### src/rtl/ram_arbiter_2p.sv
// Two-requester round-robin arbiter in front of a single-port synchronous RAM.
// Issues one registered RAM access per cycle and routes read data back to its issuer.
module ram_arbiter_2p #(
    parameter int unsigned ADDR_W = 5,
    parameter int unsigned DATA_W = 8
) (
    input  logic                  sys_clk,
    input  logic                  sys_rst_n,
    input  logic [1:0]            req,
    input  logic [1:0]            we,
    input  logic [2*ADDR_W-1:0]   addr,
    input  logic [2*DATA_W-1:0]   wdata,
    output logic [1:0]            gnt,
    output logic [1:0]            rvalid,
    output logic [2*DATA_W-1:0]   rdata,
    output logic                  ram_en,
    output logic                  ram_we,
    output logic [ADDR_W-1:0]     ram_addr,
    output logic [DATA_W-1:0]     ram_wdata,
    input  logic [DATA_W-1:0]     ram_rdata
);

    typedef struct packed {
        logic valid;
        logic is_read;
        logic id;
    } rd_tag_t;

    logic                  last_q, last_d;
    logic                  ram_en_q, ram_en_d;
    logic                  ram_we_q, ram_we_d;
    logic [ADDR_W-1:0]     ram_addr_q, ram_addr_d;
    logic [DATA_W-1:0]     ram_wdata_q, ram_wdata_d;
    rd_tag_t               tag0_q, tag0_d;
    rd_tag_t               tag1_q, tag1_d;
    logic [1:0]            rvalid_q, rvalid_d;
    logic [2*DATA_W-1:0]   rdata_q, rdata_d;
    logic                  accept;
    logic                  sel;

    // Grant: single requester wins outright, a tie goes to the one not served last.
    always_comb begin
        gnt = 2'b00;
        if (sys_rst_n) begin
            case (req)
                2'b01:   gnt = 2'b01;
                2'b10:   gnt = 2'b10;
                2'b11:   gnt = last_q ? 2'b01 : 2'b10;
                default: gnt = 2'b00;
            endcase
        end
    end

    assign accept = |(req & gnt);
    assign sel    = gnt[1];

    always_comb begin
        last_d      = last_q;
        ram_en_d    = 1'b0;
        ram_we_d    = 1'b0;
        ram_addr_d  = ram_addr_q;
        ram_wdata_d = ram_wdata_q;
        tag0_d      = '{valid: accept, is_read: accept & ~we[sel], id: sel};
        tag1_d      = tag0_q;
        rvalid_d    = 2'b00;
        rdata_d     = rdata_q;
        if (accept) begin
            last_d      = sel;
            ram_en_d    = 1'b1;
            ram_we_d    = we[sel];
            ram_addr_d  = sel ? addr[2*ADDR_W-1:ADDR_W] : addr[ADDR_W-1:0];
            ram_wdata_d = sel ? wdata[2*DATA_W-1:DATA_W] : wdata[DATA_W-1:0];
        end
        // tag1 lines up with the cycle in which ram_rdata holds that read's data
        if (tag1_q.valid && tag1_q.is_read) begin
            if (tag1_q.id) begin
                rvalid_d[1]                = 1'b1;
                rdata_d[2*DATA_W-1:DATA_W] = ram_rdata;
            end else begin
                rvalid_d[0]          = 1'b1;
                rdata_d[DATA_W-1:0]  = ram_rdata;
            end
        end
    end

    always_ff @(posedge sys_clk or negedge sys_rst_n) begin
        if (!sys_rst_n) begin
            last_q      <= 1'b1;
            ram_en_q    <= 1'b0;
            ram_we_q    <= 1'b0;
            ram_addr_q  <= '0;
            ram_wdata_q <= '0;
            tag0_q      <= '0;
            tag1_q      <= '0;
            rvalid_q    <= 2'b00;
            rdata_q     <= '0;
        end else begin
            last_q      <= last_d;
            ram_en_q    <= ram_en_d;
            ram_we_q    <= ram_we_d;
            ram_addr_q  <= ram_addr_d;
            ram_wdata_q <= ram_wdata_d;
            tag0_q      <= tag0_d;
            tag1_q      <= tag1_d;
            rvalid_q    <= rvalid_d;
            rdata_q     <= rdata_d;
        end
    end

    assign ram_en    = ram_en_q;
    assign ram_we    = ram_we_q;
    assign ram_addr  = ram_addr_q;
    assign ram_wdata = ram_wdata_q;
    assign rvalid    = rvalid_q;
    assign rdata     = rdata_q;

endmodule

### config.mk
export PLATFORM = sky130hd
export DESIGN_NAME = ram_arbiter_2p
export DESIGN_NICKNAME = d
export VERILOG_FILES = /design/src/rtl/ram_arbiter_2p.sv
export SDC_FILE = /design/constraint.sdc
export NUM_CORES = 1
export LEC_CHECK = 0
export BUFFER_PORTS_ARGS = -buffer_cell sky130_fd_sc_hd__clkbuf_2
export CAP_MARGIN = 20
export CELL_PAD_IN_SITES_DETAIL_PLACEMENT = 0
export CELL_PAD_IN_SITES_GLOBAL_PLACEMENT = 1
export CORE_MARGIN = 1.5
export CORE_UTILIZATION = 38
export CTS_CLUSTER_SIZE = 25
export DETAILED_ROUTE_END_ITERATION = 6
export PLACE_DENSITY_LB_ADDON = 0.1
export SYNTH_ARGS = -nofsm -noshare
export SYNTH_HDL_FRONTEND = slang
export SYNTH_SLANG_ARGS = --single-unit
### constraint.sdc
create_clock -name sys_clk -period 3.5 [get_ports sys_clk]
set_clock_uncertainty 0.1 [all_clocks]
set_input_delay 0.35 -clock sys_clk [delete_from_list [all_inputs] [get_ports sys_clk]]
set_output_delay 0.35 -clock sys_clk [all_outputs]
set_load 0.02 [all_outputs]
==> summary.md <==
| Metric | Value |
|---|---|
| Status | `finished clean` |
| Post-DP Area | `slightly above 2000 sq um` |
| Hold-fix buffers, CTS | `0` |
| Fin crit share | `58.8%` |
| Total GRT Usage | `between 15 and 20%` |
| Yosys top cell area share | `57.0%` |
| Synth top cells by count | `dfrtp_1, mux2_2, a31oi_1` |
| Num ports | `75` |
| Post-Synthesis Cells | `roughly 130` |
| Site Rows | `23` |
| Post-detail-place hpwl | `between 2 and 3 mm` |
| Clock root cell | `clkbuf_8` |
| Dpl cells | `roughly 250` |
| Sequential share of the synthesized area | `between 50% and 60%` |
| Share of layout cells above drive strength 1 | `between 50% and 60%` |
| Utilization after layout | `between 50% and 60%` |
| R2R setup slack | `around 2 ns` |
| Setup_tns | `0 ns` |
| Crit. End Element | `primary output` |
| Net count after synthesis | `between 150 and 200` |
| Final Hold Vio Count | `0` |
| PD cells | `593 nW/um^2` |
| Tot Pwr | `around 1.3 mW` |
| Chip height | `between 60 and 70 microns` |
| Routed Antenna Nets | `0` |
| Initial antenna violation count | `0` |
| Area of the multi-input gates | `~600 sq um` |
| Resize count post-CTS | `0` |
| Syn_area_per_cell | `roughly 13 sq um` |
| CTS Buf Count | `5` |
| Cell area after layout | `about 2100 sq um` |
| DR pass1 iterations | `4` |
| Netlist Area Pre-Place | `approximately 1700 sq um` |
| Vias in the first global route | `1319` |
| RSZ-0062 raised after global routing | `false` |
| Vias per cell | `~5` |
| Relative slew slack | `67.3%` |
| Crit path DAT | `around 1.6 ns` |
| Routed len/inst | `~15 microns` |
| Minimum clock period | `just over 2 ns` |
| Routability cong. | `0.714` |
| CTS max path bufs | `2` |
| Ys Warns | `0` |
| CP max FO | `15` |
| Starting Density | `between 40% and 50%` |
| Buffers on Ports | `between 70 and 80` |
| CP startpoint kind | `flip-flop` |
| Cell taking the most area after synthesis | `dfrtp_1` |
| Ys async rst share | `100%` |
| Worst slew pin tran | `~0.5 ns` |
| FMAX | `about 500 MHz` |
| Worst r2r dst | `tag0_q[1]` |
| Post-Layout Cell Count | `around 260` |
| Static leakage | `~1.0 nW` |
| Top FF cell, synth | `dfrtp_1` |
| Reg2reg path depth | `3` |
| CORE AREA | `4120 sq um` |
| R2R Path Start | `last_q` |
| Yosys cell types | `25` |
| Area growth from synthesis to final layout | `27.7%` |
| Area contributors post-synth | `dfrtp_1, mux2_2, a31oi_1, a21oi_2, buf_6` |
| Clock slew at reported path FFs | `around 0.070 ns` |
| Largest net degree at the start of global routing | `40` |
| DR DRC count | `0` |
| Drt total wl | `3.73 mm` |
| Ant diodes | `0` |
| CTS tree | `built` |
| Global route overflow | `0` |
| Fillers | `370` |
| Most numerous cell in the Yosys netlist | `dfrtp_1` |
| Final setup viols | `0` |
| Post-CTS Setup Repair Bufs | `0` |
| Clock latency on the worst-skew pair | `just under 0.3 ns` |
| Iter 0 DRT Violations | `between 80 and 90` |
| Final #Nets | `approximately 250` |
| Via Count | `1285` |
| First-pass GRT wire length | `between 6 and 7 mm` |
| Worst setup startpoint | `last_q` |
| Number of synthesized register bits | `39` |
| CP Class | `flip-flop to primary output` |
| Max cap viols | `0` |
| H-tree level count | `2` |
| Chip width | `around 69 microns` |
| Die area | `between 4000 and 5000 sq um` |
| Max-slew violations | `0` |
| Worst Hold Class | `primary input to async pin` |
| Worst EP required | `3.05 ns` |
| Reg area | `slightly below 1000 sq um` |
| Number of clock sinks | `39` |
| Max IR drop VDD | `around 230 uV` |
| Post-synth EDFFs | `0` |
layout make-up:
type	instances	area share (%)
tap	50	2.94
clock buffer	7	4.52
timing repair buffer	75	17.7
sequential	39	45.9
multi-input combinational	81	27.8
clock inverter	1	0.352
inverter	4	0.822
cells in the final DEF (no fill, tap or decap):
cell type	instances
o21ai_1	5
nor2_1	6
nand3b_2	1
clkbuf_2	74
inv_1	3
a21oi_1	7
dfstp_2	1
nor3_1	1
inv_4	1
a31oi_1	13
nand3_1	1
nor2_4	1
nor2_2	8
and3_1	1
clkinvlp_4	1
and2b_2	1
o21ai_0	9
dfrtp_1	38
nand3_2	1
nand2b_2	1
mux2_2	16
clkbuf_8	7
buf_4	1
a21oi_2	8
o21ai_4	1
through the flow:
| step | setup slack, ns | hold WS (ns) |
|---|---|---|
| floorplan | 1.74 | -0.0456 |
| detailed placement | 1.60 | 0.236 |
| global route | 1.32 | 0.110 |
| global placement | 1.60 | 0.239 |
| CTS | 1.43 | 0.0909 |
| finish | 1.44 | 0.0728 |
worst max-delay path: stages (launching register included):
cell,delay (ns)
dfstp_2,0.55
and2b_2,0.31
nor3_1,0.25
clkbuf_2,0.21
power breakdown:
group	internal (mW)	switching [mW]	leakage, nW
clock network	0.179	0.156	0.0505
logic	0.137	0.209	0.523
registers	0.536	0.0456	0.461
total	0.852	0.411	1.03
state kept, by name, summed over array words and instances, names as in the netlist:
name / flops
ram_en: 1
tag0_q: 2
last_q: 1
ram_wdata: 8
ram_we: 1
tag1_q: 3
ram_addr: 5
rvalid: 2
rdata: 16
metal layers:
metal	routed length, microns	vias to the layer above	share of wire [%]	global-route usage [%]
met5	0	-	0	0
met4	51	0	1.4	5.23
met3	282	6	7.6	6.54
met2	1680	57	45	26.1
met1	1720	604	46	22.3
li1	-	618	-	-
worst max path at each step:
stage                         to  cells past startpoint
after CTS                 gnt[0]                      3
final                     gnt[0]                      3
after global routing      gnt[0]                      3
after global placement    gnt[0]                      4
after floorplan           gnt[0]                      2
after detailed placement  gnt[0]                      4
logic make-up after synthesis:
family          Yosys count  synth area share (%)
compound gates           43                  16.3
simple gates             22                  8.32
mux                      16                  10.8
flops                    39                  58.5
buf+inv                  12                  6.00
No activity file was read; power rests on OpenSTA's default activity.
